<file path="config.mk">
export PLATFORM = sky130hd
export DESIGN_NAME = seg_display_scheduler_flat
export DESIGN_NICKNAME = d
export VERILOG_FILES = /design/src/rtl/seg_display_scheduler_if.sv /design/src/rtl/seg_display_scheduler.sv /design/src/flat_wrapper.sv
export SDC_FILE = /design/constraint.sdc
export NUM_CORES = 1
export LEC_CHECK = 0
export BUFFER_PORTS_ARGS = -buffer_cell sky130_fd_sc_hd__buf_4
export CORE_ASPECT_RATIO = 2
export CORE_MARGIN = 10
export CORE_UTILIZATION = 57
export CTS_CLUSTER_SIZE = 16
export DETAILED_ROUTE_END_ITERATION = 12
export GPL_ROUTABILITY_DRIVEN = 0
export GPL_TIMING_DRIVEN = 0
export PLACE_DENSITY = 0.77
export SYNTH_ARGS = -nofsm -noshare
export SYNTH_HDL_FRONTEND = slang
export SYNTH_SLANG_ARGS = --single-unit
</file>
<file path="constraint.sdc">
create_clock -name clk -period 2.23 [get_ports clk]
set_input_delay 0.3345 -clock clk [delete_from_list [all_inputs] [get_ports clk]]
set_output_delay 0.3345 -clock clk [all_outputs]
set_load 0.02 [all_outputs]
</file>
<file path="src/rtl/seg_display_scheduler_if.sv">
// Request/data/ack bundle between the two display requesters and the scheduler.
// The requester side (master) drives req and its two 16-bit values and
// receives the one-cycle ack pulses; the scheduler side (slave) is the mirror.
interface seg_display_scheduler_if;
  logic [1:0]  req;
  logic [15:0] data0;
  logic [15:0] data1;
  logic [1:0]  ack;

  modport master (output req, output data0, output data1, input ack);
  modport slave  (input req, input data0, input data1, output ack);
endinterface

</file>
<file path="src/rtl/seg_display_scheduler.sv">
// Four-digit multiplexed seven-segment display shared by two requesters.
// A slot counter scans the digits with a blanking gap at the start of each
// slot. Requesters win ownership round-robin; an owner keeps the display for
// at least DWELL full frames before a waiting rival may take over. Writes land
// in a shadow register that is copied to the visible value only on a frame
// boundary, so a frame never shows a mix of two values.
module seg_display_scheduler #(
  parameter int SCAN_DIV = 100000,
  parameter int BLANK    = 2000,
  parameter int DWELL    = 50
) (
  input  logic                    clk,
  input  logic                    rst,
  seg_display_scheduler_if.slave  bus,
  output logic [6:0]              seg,
  output logic [3:0]              digit_sel,
  output logic                    DP,
  output logic                    owner,
  output logic                    owner_valid
);

  localparam int              CW        = (SCAN_DIV > 1) ? $clog2(SCAN_DIV) : 1;
  localparam logic [CW-1:0]   CNT_LAST  = CW'(SCAN_DIV - 1);
  localparam int              DWW       = $clog2(DWELL + 1);
  localparam logic [DWW-1:0]  DWELL_MAX = DWW'(DWELL);

  typedef enum logic [0:0] {
    ST_IDLE = 1'b0,
    ST_OWN  = 1'b1
  } state_t;

  // Active-low {g,f,e,d,c,b,a} pattern for one hex nibble.
  function automatic logic [6:0] hex_to_seg(input logic [3:0] nib);
    logic [6:0] pat;
    case (nib)
      4'h0:    pat = 7'b1000000;
      4'h1:    pat = 7'b1111001;
      4'h2:    pat = 7'b0100100;
      4'h3:    pat = 7'b0110000;
      4'h4:    pat = 7'b0011001;
      4'h5:    pat = 7'b0010010;
      4'h6:    pat = 7'b0000010;
      4'h7:    pat = 7'b1111000;
      4'h8:    pat = 7'b0000000;
      4'h9:    pat = 7'b0010000;
      4'hA:    pat = 7'b0001000;
      4'hB:    pat = 7'b0000011;
      4'hC:    pat = 7'b1000110;
      4'hD:    pat = 7'b0100001;
      4'hE:    pat = 7'b0000110;
      4'hF:    pat = 7'b0001110;
      default: pat = 7'b1111111;
    endcase
    return pat;
  endfunction

  // Scan and display registers
  logic [CW-1:0]  r_cnt;
  logic [1:0]     r_idx;
  logic [15:0]    r_disp;
  logic [6:0]     r_seg;
  logic [3:0]     r_dsel;

  // Ownership registers
  state_t         r_state;
  logic           r_owner;
  logic           r_owner_valid;
  logic           r_rr;
  logic [DWW-1:0] r_dwell;
  logic [15:0]    r_shadow;
  logic [1:0]     r_ack;

  // Combinational helpers and next-state values
  logic           w_slot_wrap;
  logic           w_frame;
  logic           w_blank;
  logic [3:0]     w_nibble;
  logic [1:0]     w_elig;
  logic           w_other;
  logic           w_grant;
  logic [15:0]    w_data_grant;
  logic [15:0]    w_data_own;
  logic [15:0]    w_data_other;
  state_t         w_nxt_state;
  logic           w_nxt_owner;
  logic           w_nxt_valid;
  logic           w_nxt_rr;
  logic [DWW-1:0] w_nxt_dwell;
  logic [15:0]    w_nxt_shadow;
  logic [1:0]     w_nxt_ack;

  assign w_slot_wrap  = (r_cnt == CNT_LAST);
  assign w_frame      = w_slot_wrap && (r_idx == 2'd3);
  assign w_blank      = (int'(r_cnt) < BLANK);
  assign w_nibble     = r_disp[{r_idx, 2'b00} +: 4];
  // A requester whose ack is showing this cycle cannot be accepted again yet.
  assign w_elig       = bus.req & ~r_ack;
  assign w_other      = ~r_owner;
  assign w_grant      = w_elig[r_rr] ? r_rr : ~r_rr;
  assign w_data_grant = w_grant ? bus.data1 : bus.data0;
  assign w_data_own   = r_owner ? bus.data1 : bus.data0;
  assign w_data_other = w_other ? bus.data1 : bus.data0;

  // Slot counter and digit index; the index advances on every slot wrap.
  always_ff @(posedge clk) begin
    if (rst) begin
      r_cnt <= '0;
      r_idx <= 2'd0;
    end else if (w_slot_wrap) begin
      r_cnt <= '0;
      r_idx <= r_idx + 2'd1;
    end else begin
      r_cnt <= r_cnt + CW'(1);
    end
  end

  // Visible value refresh at frame boundaries and registered segment/digit drive.
  always_ff @(posedge clk) begin
    if (rst) begin
      r_disp <= 16'h0000;
      r_seg  <= 7'b1111111;
      r_dsel <= 4'b0000;
    end else begin
      if (w_frame) begin
        r_disp <= r_shadow;
      end
      if (!r_owner_valid || w_blank) begin
        r_seg  <= 7'b1111111;
        r_dsel <= 4'b0000;
      end else begin
        r_seg  <= hex_to_seg(w_nibble);
        r_dsel <= 4'b0001 << r_idx;
      end
    end
  end

  // Ownership decision: first grant, same-owner updates, dwell-gated handover.
  always_comb begin
    w_nxt_state  = r_state;
    w_nxt_owner  = r_owner;
    w_nxt_valid  = r_owner_valid;
    w_nxt_rr     = r_rr;
    w_nxt_dwell  = r_dwell;
    w_nxt_shadow = r_shadow;
    w_nxt_ack    = 2'b00;
    case (r_state)
      ST_IDLE: begin
        if (w_elig != 2'b00) begin
          w_nxt_state  = ST_OWN;
          w_nxt_owner  = w_grant;
          w_nxt_valid  = 1'b1;
          w_nxt_dwell  = {DWW{1'b0}};
          w_nxt_shadow = w_data_grant;
          w_nxt_ack    = w_grant ? 2'b10 : 2'b01;
        end else begin
          w_nxt_state  = ST_IDLE;
        end
      end
      ST_OWN: begin
        if ((r_dwell == DWELL_MAX) && w_elig[w_other]) begin
          // Handover wins over a simultaneous same-owner write, which waits.
          w_nxt_owner  = w_other;
          w_nxt_rr     = r_owner;
          w_nxt_dwell  = {DWW{1'b0}};
          w_nxt_shadow = w_data_other;
          w_nxt_ack    = w_other ? 2'b10 : 2'b01;
        end else begin
          if (w_elig[r_owner]) begin
            w_nxt_shadow = w_data_own;
            w_nxt_ack    = r_owner ? 2'b10 : 2'b01;
          end else begin
            w_nxt_shadow = r_shadow;
          end
          if (w_frame && (r_dwell != DWELL_MAX)) begin
            w_nxt_dwell = r_dwell + DWW'(1);
          end else begin
            w_nxt_dwell = r_dwell;
          end
        end
      end
      default: begin
        w_nxt_state = ST_IDLE;
      end
    endcase
  end

  // Ownership state register; reset also drops any ack in flight.
  always_ff @(posedge clk) begin
    if (rst) begin
      r_state       <= ST_IDLE;
      r_owner       <= 1'b0;
      r_owner_valid <= 1'b0;
      r_rr          <= 1'b0;
      r_dwell       <= {DWW{1'b0}};
      r_shadow      <= 16'h0000;
      r_ack         <= 2'b00;
    end else begin
      r_state       <= w_nxt_state;
      r_owner       <= w_nxt_owner;
      r_owner_valid <= w_nxt_valid;
      r_rr          <= w_nxt_rr;
      r_dwell       <= w_nxt_dwell;
      r_shadow      <= w_nxt_shadow;
      r_ack         <= w_nxt_ack;
    end
  end

  assign bus.ack     = r_ack;
  assign seg         = r_seg;
  assign digit_sel   = r_dsel;
  assign DP          = 1'b1;
  assign owner       = r_owner;
  assign owner_valid = r_owner_valid;

endmodule

</file>
<file path="src/flat_wrapper.sv">
// flat-port wrapper written by rule: the top's interface ports become plain ports
module seg_display_scheduler_flat 
#(
  parameter int SCAN_DIV = 100000,
  parameter int BLANK    = 2000,
  parameter int DWELL    = 50
)
  (clk, rst, seg, digit_sel, DP, owner, owner_valid, bus_req, bus_data0, bus_data1, bus_ack);
  seg_display_scheduler_if bus_i ();
  input  logic clk;
  input  logic rst;
  output logic [6:0] seg;
  output logic [3:0] digit_sel;
  output logic DP;
  output logic owner;
  output logic owner_valid;
  input wire logic [$bits(bus_i.req)-1:0] bus_req;
  input wire logic [$bits(bus_i.data0)-1:0] bus_data0;
  input wire logic [$bits(bus_i.data1)-1:0] bus_data1;
  output wire logic [$bits(bus_i.ack)-1:0] bus_ack;
  assign bus_i.req = bus_req;
  assign bus_i.data0 = bus_data0;
  assign bus_i.data1 = bus_data1;
  assign bus_ack = bus_i.ack;
  seg_display_scheduler #(.SCAN_DIV(SCAN_DIV), .BLANK(BLANK), .DWELL(DWELL)) u_core (.clk(clk), .rst(rst), .bus(bus_i), .seg(seg), .digit_sel(digit_sel), .DP(DP), .owner(owner), .owner_valid(owner_valid));
endmodule
</file>
==> metrics.txt <==
Worst Max-Slew Pin Slew 598 ps; final setup margin 128 ps; wire per inst 14.9 µm; clk slew on worst S/H paths 50 ps; DRT Wirelength 8.61 mm; CTS tree yes; input/output buffers 50; first-pass GRT wire length 14.9 mm; critical path endpoint category flop; Synth Instances 427; I/O pin count 52; CP Data Required Time 2490 ps; Fin Setup TNS 0 ps; Hold Violations, Final 0; Die W 76.6 µm; Synth top area share 40.5%; # nets final 534; Initial Utilization 58.4%; hold buffers post-CTS 0; post-synthesis sequential area ratio 40.5%; Critical Path Start u_core.r_cnt[0]; areal power density over the cells 676 mW/mm²; Initial DRC Count 142; CTS buffer count 9; Setup CP Type flop to flop; residual DRC count 0; Clock Skew 4.43 ps; mean post-synth cell area 8.57 µm²; asr flop ratio synth 0%; Post-synth top flop dfxtp_1; status completed; Layout Area Growth over Synthesis 21.9%; initial antenna violation count 0; n_diodes 0; Clock Path Buffers 2; vias in the first global route 3498; Mapped Area 0.00366 mm²; FF+latch count, synth 74; Slew Limit Fails 0; unique cell type count in the Yosys netlist 53; area leader, netlist dfxtp_1; total grt overflow 0; DRT Pass-1 Iters 4; number of enable flip-flop cells after synthesis 0; top-count cell post-synth dfxtp_1; worst reg-to-reg setup slack 130 ps; Setup Viol. Count Final 0; drt via density 5.70; CP Max Fanout 6; core region area 0.00626 mm²; worst vdd ir 452 µV; CP arrival 2360 ps; Slew headroom 59.8%; Synth area leaders dfxtp_1 41%, a221oi_1 7.2%, nand2_1 5.1%, a21oi_1 4.5%, o21ai_0 3.7%; total track usage 17.3%; FP Rows 41; Pleak 1.68 nW; pre-CTS setup slack -98.0 ps; largest net degree at the start of global routing 12; filler instances 530; layout cells sized above 1 20.4%; max-cap viol count 0; post-route insts no fill 577; R2R Path Start u_core.r_cnt[0]; fmax 476 MHz; DR vias 3291; Placed Instances 563; Setup crit end u_core.r_dwell[3]; reg2reg end u_core.r_dwell[3]; HPWL Detailed 6.55 mm; Final period util 94.3%; die area 0.0102 mm²; die extent in y 133 µm; FF-to-FF path depth 8; CP Launch Type flop; min Tclk post-route 2100 ps; synth warn 0; Tightest Hold Check Type input port to flop; Syn Nets 473; H-tree level count 3; Clock Tree Root clkbuf_16; Antenna Nets Post-Route 0; clk_lat worst skew 340 ps; commonest cells in the netlist 74 x dfxtp_1, 50 x nand2_1, 33 x a21oi_1; clk sinks 74
## layout by cell type, fill, tap and decap left out, types with 7 or more instances in the layout
cell	count
nor2_1	27
ha_1	10
clkbuf_1	12
nand3_1	12
xnor2_1	7
a21oi_1	30
a221oi_1	30
o221ai_1	7
clkbuf_16	9
xor2_1	8
inv_1	29
dfxtp_1	74
a22o_1	15
buf_4	55
nand2_1	50
o21ai_0	27
## state kept, by name, summed over array words and instances (netlist names)
| name | flops |
|---|---|
| u_core.digit_sel | 4 |
| u_core.seg | 7 |
| u_core.owner_valid | 1 |
| u_core.r_disp | 16 |
| u_core.bus.ack | 2 |
| u_core.r_state | 1 |
| u_core.r_idx | 2 |
| u_core.r_rr | 1 |
| u_core.r_dwell | 6 |
| u_core.r_shadow | 16 |
| u_core.r_cnt | 17 |
| u_core.owner | 1 |
## worst max-delay path: stages (launching register included)
cell      delay [ps]
dfxtp_1          330
ha_1             250
nand4_1          190
nor4_4            70
buf_4            160
buf_4            130
and3_2           200
or3b_2           500
o221ai_1         180
## logic make-up after synthesis
group                      count (synthesis)  synth area share, %
and+or+nand+nor                          135                 18.8
AOI/OAI and AO/OA                        126                 23.4
DFF                                       74                 40.5
buffers and inverters                     57                 6.40
xor gates and xnor gates                  15                 3.59
adders and majority gates                 10                 3.42
muxes                                      9                 3.83
other                                      1                0.103
## metal layers
| layer | track usage [%] | part of all wire [%] |
|---|---|---|
| met3 | 4.51 | 3.6 |
| met2 | 33.0 | 55 |
| met4 | 8.32 | 1.9 |
| met1 | 16.4 | 39 |
| met5 | 0 | 0 |
## stage by stage
step,hold slack [ps],power [mW],instance area (µm²),util (%)
floorplan,430,1.64,3660,-
global placement,439,1.75,4140,66.2
detailed placement,446,1.76,4140,66.2
CTS,358,3.02,4420,70.7
global route,386,3.13,4460,71.3
finish,369,3.01,4460,71.3
## timing repair
action / CTS / global route
cloned: 0 / 0
endpoints found under the setup margin: 33 / 22
gates resized for setup: 2 / 16
setup buffers: 3 / 0
pin swaps: 1 / 1
## layout make-up
type                    instances  area (µm²)  area share [%]
plain buffers                  25         120            2.69
clock buffers                  10         239            5.36
clock inverters                 4        20.0           0.449
inverters                      29         109            2.44
multi-input cells             296        1980            44.5
flip-flops and latches         74        1480            33.2
well taps                      86         108            2.41
repair buffers                 53         398            8.92
## report_power, final
part / internal (mW) / switching (mW) / leakage [nW]
clock network: 0.761 / 0.515 / 0.134
logic: 0.154 / 0.180 / 0.946
registers: 1.37 / 0.0339 / 0.602
total: 2.29 / 0.728 / 1.68
## worst min path at each step
stage / end / cells after the start / from
CTS: u_core.bus.ack[1] / 3 / bus_req[1]
global route: u_core.bus.ack[1] / 3 / bus_req[1]
global placement: u_core.r_disp[8] / 2 / u_core.r_shadow[8]
finish: u_core.bus.ack[1] / 3 / bus_req[1]
detailed placement: u_core.r_disp[4] / 2 / u_core.r_shadow[4]
floorplan: u_core.r_cnt[0] / 1 / u_core.r_cnt[0]
No activity file was read; power rests on OpenSTA's default activity.
